### src/rtl/ysyx_22041211_mem_arbiter_pkg.sv
// Shared encodings for the memory arbiter: FSM states, owner ids and store byte masks.
// Round-robin arbitration is selected by defining ARB_ROUND_ROBIN_EN (tested only in ysyx_22041211_arb_sel).
package ysyx_22041211_mem_arbiter_pkg;

    typedef enum logic [1:0] {
        ARB_IDLE  = 2'd0,
        ARB_ISSUE = 2'd1,
        ARB_WAIT  = 2'd2,
        ARB_RESP  = 2'd3
    } arb_state_e;

    localparam logic ARB_OWN_IFU = 1'b0;
    localparam logic ARB_OWN_LSU = 1'b1;

    localparam logic [7:0] MEM_MASK_8  = 8'b0000_0001;
    localparam logic [7:0] MEM_MASK_16 = 8'b0000_0011;
    localparam logic [7:0] MEM_MASK_32 = 8'b0000_1111;

endpackage

### src/rtl/ysyx_22041211_arb_sel.sv
// Combinational grant selection between IFU and LSU.
// ARB_ROUND_ROBIN_EN defined: alternate on contention using last_grant; otherwise LSU has fixed priority.
module ysyx_22041211_arb_sel
    import ysyx_22041211_mem_arbiter_pkg::*;
(
    input  logic ifu_valid,
    input  logic lsu_valid,
    input  logic last_grant,
    output logic grant_ifu,
    output logic grant_lsu
);

`ifdef ARB_ROUND_ROBIN_EN
    always_comb begin
        grant_ifu = 1'b0;
        grant_lsu = 1'b0;
        if (ifu_valid && lsu_valid) begin
            grant_lsu = (last_grant == ARB_OWN_IFU);
            grant_ifu = (last_grant == ARB_OWN_LSU);
        end else begin
            grant_ifu = ifu_valid;
            grant_lsu = lsu_valid;
        end
    end
`else
    // last_grant only matters for round-robin; keep the port for a uniform interface.
    logic unused_last_grant;
    assign unused_last_grant = last_grant;

    always_comb begin
        grant_lsu = lsu_valid;
        grant_ifu = ifu_valid && !lsu_valid;
    end
`endif

endmodule

### src/rtl/ysyx_22041211_mem_arbiter.sv
// Serialises IFU and LSU requests onto one memory port and routes each response to its issuer.
// Arbitration policy follows ARB_ROUND_ROBIN_EN (see ysyx_22041211_arb_sel).
module ysyx_22041211_mem_arbiter
    import ysyx_22041211_mem_arbiter_pkg::*;
#(
    parameter int ADDR_LEN = 32,
    parameter int DATA_LEN = 32
) (
    input  logic                clk,
    input  logic                rst,
    input  logic                ifu_req_valid,
    input  logic [ADDR_LEN-1:0] ifu_req_addr,
    output logic                ifu_req_ready,
    output logic                ifu_resp_valid,
    output logic [DATA_LEN-1:0] ifu_resp_data,
    input  logic                lsu_req_valid,
    input  logic                lsu_req_wen,
    input  logic [ADDR_LEN-1:0] lsu_req_addr,
    input  logic [DATA_LEN-1:0] lsu_req_wdata,
    input  logic [7:0]          lsu_req_wmask,
    output logic                lsu_req_ready,
    output logic                lsu_resp_valid,
    output logic [DATA_LEN-1:0] lsu_resp_data,
    output logic                mem_req_valid,
    input  logic                mem_req_ready,
    output logic                mem_req_wen,
    output logic [ADDR_LEN-1:0] mem_req_addr,
    output logic [DATA_LEN-1:0] mem_req_wdata,
    output logic [7:0]          mem_req_wmask,
    input  logic                mem_resp_valid,
    input  logic [DATA_LEN-1:0] mem_resp_data,
    output logic                busy
);

    arb_state_e          state_q, state_d;
    logic                owner_q, owner_d;
    logic                last_grant_q, last_grant_d;
    logic                wen_q, wen_d;
    logic [ADDR_LEN-1:0] addr_q, addr_d;
    logic [DATA_LEN-1:0] wdata_q, wdata_d;
    logic [7:0]          wmask_q, wmask_d;
    logic [DATA_LEN-1:0] ifu_rdata_q, ifu_rdata_d;
    logic [DATA_LEN-1:0] lsu_rdata_q, lsu_rdata_d;
    logic                grant_ifu, grant_lsu;

    ysyx_22041211_arb_sel u_arb_sel (
        .ifu_valid  (ifu_req_valid),
        .lsu_valid  (lsu_req_valid),
        .last_grant (last_grant_q),
        .grant_ifu  (grant_ifu),
        .grant_lsu  (grant_lsu)
    );

    // Grants already include the matching req_valid, so ready never depends on mem_* inputs.
    assign ifu_req_ready  = (state_q == ARB_IDLE) && grant_ifu;
    assign lsu_req_ready  = (state_q == ARB_IDLE) && grant_lsu;
    assign ifu_resp_valid = (state_q == ARB_RESP) && (owner_q == ARB_OWN_IFU);
    assign lsu_resp_valid = (state_q == ARB_RESP) && (owner_q == ARB_OWN_LSU);
    assign ifu_resp_data  = ifu_rdata_q;
    assign lsu_resp_data  = lsu_rdata_q;
    assign mem_req_valid  = (state_q == ARB_ISSUE);
    assign mem_req_wen    = wen_q;
    assign mem_req_addr   = addr_q;
    assign mem_req_wdata  = wdata_q;
    assign mem_req_wmask  = wmask_q;
    assign busy           = (state_q != ARB_IDLE);

    always_comb begin
        state_d      = state_q;
        owner_d      = owner_q;
        last_grant_d = last_grant_q;
        wen_d        = wen_q;
        addr_d       = addr_q;
        wdata_d      = wdata_q;
        wmask_d      = wmask_q;
        ifu_rdata_d  = ifu_rdata_q;
        lsu_rdata_d  = lsu_rdata_q;
        case (state_q)
            ARB_IDLE: begin
                if (lsu_req_ready) begin
                    wen_d        = lsu_req_wen;
                    addr_d       = lsu_req_addr;
                    wdata_d      = lsu_req_wdata;
                    wmask_d      = lsu_req_wmask;
                    owner_d      = ARB_OWN_LSU;
                    last_grant_d = ARB_OWN_LSU;
                    state_d      = ARB_ISSUE;
                end else if (ifu_req_ready) begin
                    wen_d        = 1'b0;
                    addr_d       = ifu_req_addr;
                    wdata_d      = '0;
                    wmask_d      = 8'h00;
                    owner_d      = ARB_OWN_IFU;
                    last_grant_d = ARB_OWN_IFU;
                    state_d      = ARB_ISSUE;
                end
            end
            ARB_ISSUE: begin
                if (mem_req_ready) state_d = ARB_WAIT;
            end
            ARB_WAIT: begin
                if (mem_resp_valid) begin
                    if (owner_q == ARB_OWN_LSU) lsu_rdata_d = mem_resp_data;
                    else                        ifu_rdata_d = mem_resp_data;
                    state_d = ARB_RESP;
                end
            end
            default: state_d = ARB_IDLE;
        endcase
    end

    always_ff @(posedge clk) begin
        if (rst) begin
            state_q      <= ARB_IDLE;
            owner_q      <= ARB_OWN_IFU;
            last_grant_q <= ARB_OWN_IFU;
            wen_q        <= 1'b0;
            addr_q       <= '0;
            wdata_q      <= '0;
            wmask_q      <= 8'h00;
            ifu_rdata_q  <= '0;
            lsu_rdata_q  <= '0;
        end else begin
            state_q      <= state_d;
            owner_q      <= owner_d;
            last_grant_q <= last_grant_d;
            wen_q        <= wen_d;
            addr_q       <= addr_d;
            wdata_q      <= wdata_d;
            wmask_q      <= wmask_d;
            ifu_rdata_q  <= ifu_rdata_d;
            lsu_rdata_q  <= lsu_rdata_d;
        end
    end

endmodule
### config.mk
export PLATFORM = sky130hd
export DESIGN_NAME = ysyx_22041211_mem_arbiter
export DESIGN_NICKNAME = d
export VERILOG_FILES = /design/src/rtl/ysyx_22041211_mem_arbiter_pkg.sv /design/src/rtl/ysyx_22041211_arb_sel.sv /design/src/rtl/ysyx_22041211_mem_arbiter.sv
export SDC_FILE = /design/constraint.sdc
export NUM_CORES = 1
export LEC_CHECK = 0
export CAP_MARGIN = 30
export CORE_MARGIN = 10
export CORE_UTILIZATION = 35
export CTS_CLUSTER_SIZE = 28
export DETAILED_ROUTE_END_ITERATION = 8
export GPL_ROUTABILITY_DRIVEN = 0
export GPL_TIMING_DRIVEN = 0
export PLACE_DENSITY = 0.74
export SYNTH_ARGS = -nofsm -noshare
export SYNTH_HDL_FRONTEND = slang
export SYNTH_SLANG_ARGS = --single-unit
### constraint.sdc
create_clock -name clk -period 4.8 [get_ports clk]
set_input_delay 0.96 -clock clk [delete_from_list [all_inputs] [get_ports clk]]
set_output_delay 0.96 -clock clk [all_outputs]
set_load 0.01 [all_outputs]
**Yosys cells after proc, flatten, opt, wreduce, memory -nomap -nowiden**

Index checks and enable logic that the tools add are counted.

- Multiplexer cells: 14
- Equality and inequality tests: 6
- Reduce and logical (&&, ||, !) cells: 13
- Bitwise operators: 1

Operators with widths:

| kind | count |
|---|---|
| $mux 32 | 4 |
| $mux 8 | 2 |
| $reduce_and 3->1 | 3 |
| $mux 2 | 4 |
| $pmux 2 s3 | 1 |
| $logic_and 1x1->1 | 5 |
| $eq 2x2->1 const B | 2 |
| $reduce_bool 2->1 | 2 |
| $mux 1 | 3 |
| $ne 3x3->1 const B | 1 |
| $eq 2x1->1 const B | 1 |
| $logic_not 2->1 | 1 |
| $ne 2x1->1 const B | 1 |
| $ne 2x2->1 const B | 1 |
| $reduce_and 2->1 | 1 |
| $logic_not 1->1 | 1 |
| $not 1->1 | 1 |

- Flip-flop bits (word level): 140

**Longest topological paths before layout**

- Depth after elaboration: 6
- Mapped depth: 9
- Gate-level depth less buffers: 6

**Cells and area by module**

Synthesis repeated with hierarchy kept, for this count alone.

- Cells, all modules: 587
- Area, all modules: 5345.1 um2

By module, submodules not included:

| module | area each (um2) | instances | cells an instance | seq. area each (um2) |
|---|---|---|---|---|
| ysyx_22041211_mem_arbiter | 5323.9 | 1 | 585 | 2802.7 |
| ysyx_22041211_arb_sel | 21.3 | 1 | 2 | 0.0 |

**Least setup slack after synthesis**

No wires, ideal clock.

- Path type: in2out
- Start point: input port lsu_req_valid
- End point: output port lsu_req_ready
- Arrival: 1.564 ns
- Path slack: 2.276 ns
- Stages on the path: 5
- Path buffers: 3
- Data required time: 3.840 ns
- Cell sequence: buf_4 nand2_2 inv_2 buf_4 buf_2

- Cells in the longest elaborated chain, start to end: 1

Ends and longest elaborated chain:

| element | line | source |
|---|---|---|
| start: declaration | ysyx_22041211_mem_arbiter.sv:16 | `input logic lsu_req_valid,` |
| $logic_and 1x1->1 | ysyx_22041211_mem_arbiter.sv:56 | `assign lsu_req_ready = (state_q == ARB_IDLE) && grant_lsu;` |
| end: declaration | ysyx_22041211_mem_arbiter.sv:21 | `output logic lsu_req_ready,` |

Every way passes these cells.

**Final worst setup path**

- Start point: input port ifu_req_valid
- End point: output port ifu_req_ready

- Cells in the longest elaborated chain, start to end: 2

Ends and longest elaborated chain:

| element | line | source |
|---|---|---|
| start: declaration | ysyx_22041211_mem_arbiter.sv:11 | `input logic ifu_req_valid,` |
| $logic_and 1x1->1 | ysyx_22041211_arb_sel.sv:32 | `grant_ifu = ifu_valid && !lsu_valid;` |
| $logic_and 1x1->1 | ysyx_22041211_mem_arbiter.sv:55 | `assign ifu_req_ready = (state_q == ARB_IDLE) && grant_ifu;` |
| end: declaration | ysyx_22041211_mem_arbiter.sv:13 | `output logic ifu_req_ready,` |

Every way passes these cells.

==> reports/results.ini <==
[finish]
nets = 1075
diodes = 0
final_layout_size_suffix_gt1_frac = 0.0648
final_core_util = 0.613
area_growth_pct = 71.7

[clock_network]
root_buffer = clkbuf_16
clk_latency_ns = 0.42
cts_resized = 0
cts.reportedPaths.clkPinSlew_ns = 0.06
cts_made_buffers = 17
hold_buffers = 0
cts_htree_levels = 4
tritoncts = built
clockBufferDepth = 2
postCtsSetupBuffers = 0
cts_sinks = 140

[logic_synthesis]
synthTopCellsByCount = 160 x nand2_1, 140 x dfxtp_1, 97 x a21oi_1
synth_edf_count = 0
synth.net_count = 773
synth_most_common_cell = nand2_1
synth.distinct_cells = 27
synth-seq-area-share = 0.541
synth_top_area_frac = 0.541
synthArstFlopShare = 0
synth-seq-cells = 140
synth_cells = 626
ys_warn_count = 0
synthTopCellsByArea = dfxtp_1 54%, nand2_1 12%, a21oi_1 9.4%
synth_top_area_cell = dfxtp_1
syn_avg_cell_area_um2 = 8.28
synth_ff_type = dfxtp_1
netlist_area_mm2 = 0.00518

[floorplanning]
core_area_mm2 = 0.0145
die_h_um = 142
initial_core_util = 0.357
die-area_mm2 = 0.0201
num_rows = 44
ios = 286
die_w_um = 142

[global_route]
grt_pass1_wl_mm = 30.4
first_global_vias = 5402
grt_antenna_before_repair = 0
grt_max_degree = 17
grt-ovfl-total = 0
track_usage = 0.191

[worst_setup_path]
path_class = in2out
rr_startpoint = state_q[0]
endpoint_kind = primary output
worst-r2r-cell-count = 7
start_kind = input pin
cp.arrival_ns = 2.36
worst-endpoint-required_ns = 3.84
reg2reg_slack_ns = 3.01
cp_max_fo = 5
r2r_end = mem_req_addr[17]

[timing]
period_share = 0.691
tns_ns = 0
rsz0062_at_grt = false
fmax_mhz = 302
worst_pin_slew_ns = 0.621
hold_viol = 0
drv_slew = 0
skew_ns = 0.00676
setup_viol = 0
fin_crit_ns = 3.32
slew_headroom = 0.586

[worst_hold_path]
hold_end = ifu_resp_data[18]
hold_depth = 2
hold_path.class = reg2reg
min-delay-start = ifu_resp_data[18]

[detailed_routing]
wirelength_mm = 20.1
antenna_left = 0
dr.pass1.iters = 5
drtIter0Drc = 245
wl_per_cell_um = 17.9
num_vias = 5468
remaining_drc_errors = 0
vias_per_cell = 4.86

[placement]
dp_hpwl_mm = 15.5
numPortBuffers = 283

[run]
cap_violations = 0

[pwr]
p_leak_nw = 3.30
power_density_mw_per_mm2 = 518
total_power_mw = 4.61
ir_drop_mv = 0.232

[outcome]
outcome = finished, final reports clean

[per-layer routing]
layer / share of wire / GRT usage / vias to the layer above / routed length (um)
met4: 0.013 / 0.0559 / 0 / 255
met3: 0.10 / 0.0864 / 17 / 2100
li1: - / - / 2717 / -
met5: 0 / 0 / - / 0
met1: 0.40 / 0.218 / 2526 / 8110
met2: 0.48 / 0.314 / 208 / 9620
[worst max path at each step]
stage	endpoint	cells past startpoint	startpoint	slack (ns)
after floorplan	lsu_req_ready	5	lsu_req_valid	2.28
after global placement	lsu_req_ready	6	lsu_req_valid	1.51
after detailed placement	ifu_req_ready	4	ifu_req_valid	1.48
after CTS	lsu_req_ready	8	state_q[0]	1.47
after global routing	lsu_req_ready	8	state_q[1]	1.37
final	ifu_req_ready	4	ifu_req_valid	1.48
[stage by stage]
| stage | std cells | area [um2] | hold WS (ns) | setup WS [ns] |
|---|---|---|---|---|
| CTS | 1125 | 8900 | 0.455 | 1.47 |
| floorplan | 626 | 5180 | 0.481 | 2.28 |
| global route | 1125 | 8900 | 0.475 | 1.37 |
| finish | 1125 | 8900 | 0.453 | 1.48 |
| global placement | 1093 | 8250 | 0.441 | 1.51 |
| detailed placement | 1093 | 8250 | 0.446 | 1.48 |
[logic make-up (layout without fill, tap and decap cells)]
logic type,count (synthesis),in the layout,synth area share
buf+inv,58,373,0.0536
fa+ha+maj,4,4,0.00965
compound gates,175,175,0.209
simple gates,248,248,0.185
mux,1,1,0.00193
flops,140,140,0.541
[report_power, final]
part           leakage [nW]  internal [mW]  switching, mW
Clock                 0.312          0.943          0.521
Combinational          1.84          0.796          0.854
Sequential             1.14           1.38          0.117
[worst max-delay path: stages]
cell and delay (ns):
clkdlybuf4s50_1 0.61, nand2_1 0.11, nor2_1 0.10, clkdlybuf4s50_1 0.57
[state kept, by name (all words and copies together) (netlist names)]
name,count
mem_req_wdata,32
mem_req_wmask,8
state_q,2
mem_req_wen,1
lsu_resp_data,32
ifu_resp_data,32
owner_q,1
mem_req_addr,32
[area by class of cell]
cell class	count	area, um2
clock inverter	12	209
tap	184	230
sequential	140	2800
clock buffer	20	447
multi-input combinational	428	2100
timing repair buffer	283	2830
inverter	5	18.8
buffer	53	259
fill	1311	5630
[cells in the final DEF, fill, tap and decap left out, types with 4 or more instances in the layout]
cell             synthesis  final
clkbuf_1                22     24
dfxtp_1                140    140
inv_1                    4      4
nand2b_1                 4      4
bufinv_16                0      5
clkdlybuf4s50_1          0    283
a22oi_1                 41     41
buf_4                    5      5
a211oi_1                32     32
nand2_1                160    160
ha_1                     4      4
clkbuf_16                0     17
buf_2                   21     21
nor2_1                  77     77
a21oi_1                 97     97
Power figures use the tool's default switching activity.
